**src/rtl/requant_arbiter_pkg.sv**
```systemverilog
// Shared definitions for the requantize arbiter: width helpers and FSM encoding.
package requant_arbiter_pkg;

   function automatic int unsigned clog2(input int unsigned n);
      int unsigned r;
      r = 0;
      for (int unsigned i = 0; i < 32; i++) begin
         if ((64'd1 << i) < 64'(n)) r = i + 1;
      end
      return r;
   endfunction

   // Tag must be at least one bit wide even for degenerate requester counts.
   function automatic int unsigned tag_width(input int unsigned nreq);
      return (nreq < 2) ? 1 : clog2(nreq);
   endfunction

   typedef enum logic [0:0] {
      StIdle  = 1'b0,
      StBurst = 1'b1
   } arb_state_e;

endpackage

```
**src/rtl/requant_fifo.sv**
```systemverilog
// Synchronous FIFO with occupancy count; same-cycle push and pop supported.
module requant_fifo
   import requant_arbiter_pkg::*;
#(
   parameter int unsigned WIDTH = 8,
   parameter int unsigned DEPTH = 4,
   localparam int unsigned AW   = clog2(DEPTH)
) (
   input  logic             clock,
   input  logic             reset,
   input  logic             push,
   input  logic [WIDTH-1:0] push_data,
   input  logic             pop,
   output logic [WIDTH-1:0] pop_data,
   output logic             empty,
   output logic [AW:0]      count
);

   logic [WIDTH-1:0] mem_q [DEPTH];
   logic [AW-1:0]    wr_q;
   logic [AW-1:0]    rd_q;
   logic [AW:0]      count_q;
   logic             full;
   logic             do_push;
   logic             do_pop;

   assign empty    = (count_q == '0);
   assign full     = (count_q == (AW + 1)'(DEPTH));
   assign count    = count_q;
   assign pop_data = mem_q[rd_q];
   assign do_pop   = pop && !empty;
   assign do_push  = push && (!full || do_pop);

   always_ff @(posedge clock or posedge reset) begin
      if (reset) begin
         for (int i = 0; i < int'(DEPTH); i++) mem_q[i] <= '0;
         wr_q    <= '0;
         rd_q    <= '0;
         count_q <= '0;
      end else begin
         if (do_push) begin
            mem_q[wr_q] <= push_data;
            wr_q        <= wr_q + 1'b1;
         end
         if (do_pop) rd_q <= rd_q + 1'b1;
         unique case ({do_push, do_pop})
            2'b10:   count_q <= count_q + 1'b1;
            2'b01:   count_q <= count_q - 1'b1;
            default: count_q <= count_q;
         endcase
      end
   end

   // Upstream credit accounting must keep a push from ever meeting a full FIFO.
   a_no_overflow : assert property (@(posedge clock) disable iff (reset)
      !(push && full && !pop))
      else $error("requant_fifo overflow attempt");

endmodule

```
**src/rtl/requant_arbiter.sv**
```systemverilog
// Round-robin burst arbiter feeding a shared fixed-latency requantize stage,
// tracking owner/last through the stage and buffering results in a FIFO.
module requant_arbiter
   import requant_arbiter_pkg::*;
#(
   parameter int unsigned NREQ       = 4,
   parameter int unsigned SIZE       = 8,
   parameter int unsigned RQ_LAT     = 1,
   parameter int unsigned FIFO_DEPTH = 4,
   localparam int unsigned TW        = tag_width(NREQ)
) (
   input  logic                   clock,
   input  logic                   reset,
   input  logic [NREQ-1:0]        req_valid,
   input  logic [NREQ-1:0]        req_last,
   input  logic [32*SIZE*NREQ-1:0] req_data,
   output logic [NREQ-1:0]        req_ready,
   output logic [32*SIZE-1:0]     rq_pixel_in,
   input  logic [8*SIZE-1:0]      rq_pixel_out,
   output logic                   out_valid,
   input  logic                   out_ready,
   output logic [8*SIZE-1:0]      out_data,
   output logic [TW-1:0]          out_tag,
   output logic                   out_last
);

   localparam int unsigned DW = 32 * SIZE;
   localparam int unsigned PW = 8 * SIZE;
   localparam int unsigned FW = PW + TW + 1;
   localparam int unsigned CW = clog2(FIFO_DEPTH) + 1;

   arb_state_e    state_q, state_d;
   logic [TW-1:0] owner_q, owner_d;
   logic [TW-1:0] rr_q, rr_d;
   logic [CW-1:0] inflight_q, inflight_d;

   logic [RQ_LAT-1:0] fl_valid_q;
   logic [RQ_LAT-1:0] fl_last_q;
   logic [TW-1:0]     fl_tag_q [RQ_LAT];

   logic          found;
   logic [TW-1:0] winner;
   logic [TW-1:0] sel;
   logic          accept;
   logic          acc_last;
   logic          credit;
   logic [CW:0]   occupancy;

   logic [CW-1:0] fifo_count;
   logic          fifo_empty;
   logic [FW-1:0] fifo_head;
   logic          fifo_push;
   logic [FW-1:0] fifo_push_data;

   function automatic logic [TW-1:0] next_idx(input logic [TW-1:0] x);
      return (32'(x) == NREQ - 1) ? '0 : x + 1'b1;
   endfunction

   // Conservative: entries leaving the FIFO this cycle are not counted as free.
   assign occupancy = {1'b0, fifo_count} + {1'b0, inflight_q};
   assign credit    = occupancy < (CW + 1)'(FIFO_DEPTH);

   always_comb begin
      int unsigned idx;
      found  = 1'b0;
      winner = '0;
      idx    = 0;
      for (int unsigned i = 0; i < NREQ; i++) begin
         idx = 32'(rr_q) + i;
         if (idx >= NREQ) idx = idx - NREQ;
         if (!found && req_valid[idx]) begin
            found  = 1'b1;
            winner = TW'(idx);
         end
      end
   end

   always_comb begin
      state_d     = state_q;
      owner_d     = owner_q;
      rr_d        = rr_q;
      req_ready   = '0;
      sel         = '0;
      accept      = 1'b0;
      acc_last    = 1'b0;
      rq_pixel_in = '0;
      if (!reset) begin
         unique case (state_q)
            StIdle: begin
               sel = winner;
               if (found) req_ready[winner] = credit;
            end
            StBurst: begin
               sel = owner_q;
               req_ready[owner_q] = credit;
            end
            default: ;
         endcase
         accept   = |(req_valid & req_ready);
         acc_last = req_last[sel];
         if (accept) begin
            rq_pixel_in = req_data[DW*sel +: DW];
            if (acc_last) begin
               state_d = StIdle;
               rr_d    = next_idx(sel);
            end else begin
               state_d = StBurst;
               owner_d = sel;
            end
         end
      end
   end

   always_comb begin
      inflight_d = inflight_q;
      unique case ({accept, fl_valid_q[RQ_LAT-1]})
         2'b10:   inflight_d = inflight_q + 1'b1;
         2'b01:   inflight_d = inflight_q - 1'b1;
         default: inflight_d = inflight_q;
      endcase
   end

   always_ff @(posedge clock or posedge reset) begin
      if (reset) begin
         state_q    <= StIdle;
         owner_q    <= '0;
         rr_q       <= '0;
         inflight_q <= '0;
      end else begin
         state_q    <= state_d;
         owner_q    <= owner_d;
         rr_q       <= rr_d;
         inflight_q <= inflight_d;
      end
   end

   // Sideband chain mirrors the requantize stage so tag/last meet their pixels.
   always_ff @(posedge clock or posedge reset) begin
      if (reset) begin
         fl_valid_q <= '0;
         fl_last_q  <= '0;
         for (int i = 0; i < int'(RQ_LAT); i++) fl_tag_q[i] <= '0;
      end else begin
         fl_valid_q[0] <= accept;
         fl_last_q[0]  <= accept && acc_last;
         fl_tag_q[0]   <= accept ? sel : '0;
         for (int i = 1; i < int'(RQ_LAT); i++) begin
            fl_valid_q[i] <= fl_valid_q[i-1];
            fl_last_q[i]  <= fl_last_q[i-1];
            fl_tag_q[i]   <= fl_tag_q[i-1];
         end
      end
   end

   assign fifo_push      = fl_valid_q[RQ_LAT-1];
   assign fifo_push_data = {rq_pixel_out, fl_tag_q[RQ_LAT-1], fl_last_q[RQ_LAT-1]};

   requant_fifo #(
      .WIDTH (FW),
      .DEPTH (FIFO_DEPTH)
   ) u_fifo (
      .clock     (clock),
      .reset     (reset),
      .push      (fifo_push),
      .push_data (fifo_push_data),
      .pop       (out_valid && out_ready),
      .pop_data  (fifo_head),
      .empty     (fifo_empty),
      .count     (fifo_count)
   );

   assign out_valid = !fifo_empty;
   assign out_data  = fifo_head[FW-1 -: PW];
   assign out_tag   = fifo_head[1 +: TW];
   assign out_last  = fifo_head[0];

endmodule
```
**config.mk**
```make
export PLATFORM = sky130hd
export DESIGN_NAME = requant_arbiter
export DESIGN_NICKNAME = d
export VERILOG_FILES = /design/src/rtl/requant_arbiter_pkg.sv /design/src/rtl/requant_fifo.sv /design/src/rtl/requant_arbiter.sv
export SDC_FILE = /design/constraint.sdc
export NUM_CORES = 1
export LEC_CHECK = 0
export ABC_AREA = 1
export CAP_MARGIN = 25
export CORE_AREA = 4 4 555 557
export CTS_CLUSTER_SIZE = 8
export DETAILED_ROUTE_END_ITERATION = 12
export DIE_AREA = 0 0 559 561
export GPL_ROUTABILITY_DRIVEN = 0
export GPL_TIMING_DRIVEN = 0
export MAX_ROUTING_LAYER = met4
export PLACE_DENSITY = 0.37
export SLEW_MARGIN = 20
export SYNTH_ARGS = -nofsm -noshare
export SYNTH_HDL_FRONTEND = slang
export SYNTH_HIERARCHICAL = 1
export SYNTH_SLANG_ARGS = --single-unit
```
**constraint.sdc**
```tcl
create_clock -name clock -period 11.9 [get_ports clock]
set_clock_uncertainty 0.15 [all_clocks]
set_input_delay 1.19 -clock clock [delete_from_list [all_inputs] [get_ports clock]]
set_output_delay 1.19 -clock clock [all_outputs]
set_load 0.02 [all_outputs]
```
==> results.yml <==
status:
  status: "completed"
global_routing:
  grt_pass1_vias: 35070
  grt_remaining_overflow: 0
  grt_util_all_layers: 0.2017
  grt_pass1_wl_um: 400600
  grt_max_degree: 86
  grt_antenna_before_repair: 196
routing:
  drtIter0Drc: 3940
  routed_via_density: 3.873
  vias: 35720
  routedWlPerCell_um: 35.08
  postRouteWirelength_um: 323500
  final_antenna_net_count: 0
  drc_errors: 0
  first_pass_iters: 7
clocking:
  clk-insertion-delay-late_ns: 0.58
  post_cts_buffers: 0
  cts-hold-fix-buffers: 0
  cts.sinks: 287
  cts_resized: 0
  clockBufferDepth: 3
  root_buffer: "clkbuf_16"
  htreeDepth: 2
  clkSlewWorstSetupHoldPaths_ns: 0.05
  cts_buffers: 42
  cts_tree: "done"
placed_design:
  port_buffers: 1426
  hpwl_um: 288400
  placed_cell_area_mm2: 0.04326
timing:
  setup_viol: 0
  finalCritPeriodShare: 0.6464
  finalCriticalPeriod_ns: 7.692
  slew_headroom: 0.2392
  slew_violations: 0
  timing.fmax_mhz: 130.0
  hold_viol_final: 0
  rsz0062_at_grt: "false"
  tightestPinTransition_ns: 1.138
  hold_slack_ns: 0.3144
synth:
  async_flop_share: 1.000
  ys_seq_area_frac: 0.3009
  synth_top_area_cell: "dfrtp_1"
  synth_area_mm2: 0.02387
  ys_ff_latch: 287
  synth_edf_count: 0
  mappedNetlistNets: 4745
  syn_inst: 3636
  synth_most_common_cell: "nand2_1"
  syn_avg_cell_area_um2: 6.564
  synth_warnings: 6
  synth_commonest_cells: "855 x nand2_1, 562 x nor2_1, 424 x o21ai_0"
  synth.top_cell.area_share: 0.3009
  synth.area.top_cells: "dfrtp_1 30%, nand2_1 13%, o21ai_0 8.9%, nor2_1 8.8%, nand4_1 7.1%"
  synth_flop_cell: "dfrtp_1"
  ys_types: 34
final_layout:
  layout-drive-gt1-share: 0.09256
  syn_to_final_growth_pct: 87.60
  finalNetCount: 6226
  fin_area_mm2: 0.04477
die:
  initial_utilization: 0.07889
  die_w_um: 559
  rows: 202
  die-area_mm2: 0.3136
  core_area_mm2: 0.3025
  io_pins: 1427
  die_h_um: 561
pwr:
  max-vdd-ir-drop_v: 0.0002150
  p_leak_uw: 0.01739
  p_per_area_mw_per_mm2: 332.1
worst_setup_path:
  critPathRequiredTime_ns: 10.56
  cp_data_arrival_time_ns: 6.35
  cp_max_fo: 10
  path_class: "in2out"
  critPathLaunchType: "primary input"
  cp-end-kind: "primary output"
run:
  maxCapViolations: 0
min_path:
  hp-class: "reg2reg"
-- layout by cell type (no fill, tap or decap), types with 8 or more instances in the layout --
cell type,synthesis,routed
a211oi_1,21,21
a211oi_2,28,28
a21oi_1,212,211
buf_1,10,10
buf_16,0,8
buf_2,162,169
buf_4,38,40
buf_6,39,40
clkbuf_1,118,116
clkbuf_16,0,43
clkdlybuf4s50_1,0,1418
dfrtp_1,287,287
diode_2,0,123
ha_1,8,8
inv_1,80,79
inv_2,8,8
nand2_1,855,855
nand2_2,11,11
nand3_1,20,20
nand4_1,272,272
nor2_1,562,562
o211ai_1,151,151
o21ai_0,424,424
o21ai_1,30,30
o21bai_1,102,102
o22ai_1,67,67
or2_2,102,102
-- state kept, by name (all words and copies together) (netlist names), 2 cells and up --
name	cells
fl_tag_q	2
inflight_q	3
u_fifo/mem_q	268
u_fifo/rd_q	2
u_fifo/wr_q	2
rr_q	2
owner_q	2
u_fifo/count	3
-- worst paths after layout --
check                                   from  cells past startpoint  slack, ns                 to
setup / recovery                req_valid[1]                     21       4.21   rq_pixel_in[224]
min in group asynchronous              reset                      2       1.07  u_fifo/mem_q[253]
setup reg to reg             u_fifo/count[1]                     18       7.97      inflight_q[2]
hold reg to reg            u_fifo/mem_q[112]                      2       0.31  u_fifo/mem_q[112]
max in group asynchronous              reset                      5       9.01  u_fifo/mem_q[214]
hold / removal             u_fifo/mem_q[112]                      2       0.31  u_fifo/mem_q[112]
-- power by group --
part	switching, uW	total [uW]	internal (uW)
combinational	8750	12100	3360
clock	474	1110	638
sequential	249	1640	1400
total	9480	14900	5390
-- routing by layer --
metal	vias to the layer above	share of wire	GRT usage
met1	17710	0.41	0.2434
met5	-	0	-
li1	15580	-	-
met3	348	0.093	0.06315
met2	2091	0.45	0.3137
met4	0	0.048	0.07528
-- area by class of cell --
| class | count | area, um2 |
|---|---|---|
| Inverter | 89 | 346.6 |
| Clock buffer | 44 | 1080 |
| Multi-Input combinational cell | 2892 | 14330 |
| Clock inverter | 4 | 41.29 |
| Tap cell | 3978 | 4977 |
| Sequential cell | 287 | 7182 |
| Timing Repair Buffer | 1437 | 14480 |
| Antenna cell | 123 | 307.8 |
| Fill cell | 34780 | 257800 |
| Buffer | 368 | 2024 |
-- worst max-delay path, cell delays in order --
cell and delay (ns):
clkdlybuf4s50_1 0.55, inv_1 0.08, nand2_1 0.08, nand3_1 0.10
nand2_1 0.12, inv_2 0.06, nand3b_1 0.08, nand2_1 0.05
inv_1 0.06, nand2_2 0.09, nand2_2 0.10, nand2_2 0.15
inv_2 0.10, buf_4 0.32, buf_6 0.28, buf_2 0.28
nor2_1 0.09, nor2_1 0.50, o21ai_1 0.26, a21oi_1 0.77
clkdlybuf4s50_1 0.94
-- per-stage QoR --
stage	setup TNS, ns	setup slack [ns]	total power, uW	instances	utilization
detailed placement	0	4.073	13880	9047	0.1430
global placement	-447.05	-1.679	13850	9040	0.1425
finish	0	4.208	14870	9222	0.1480
floorplan	0	2.980	7010	3636	-
CTS	0	4.056	15050	9095	0.1467
global route	0	4.048	15710	9202	0.1478
-- logic make-up (layout without fill, tap and decap cells) --
logic type,after synthesis,after routing,share of synthesized area
and+or+nand+nor,1840,1840,0.3337
AOI/OAI and AO/OA,1036,1036,0.2584
buffers and inverters,457,1942,0.09887
DFF,287,287,0.3009
adders and majority gates,10,10,0.005872
xor gates and xnor gates,6,6,0.002202
other,0,123,0
No activity file was read; power rests on OpenSTA's default activity.
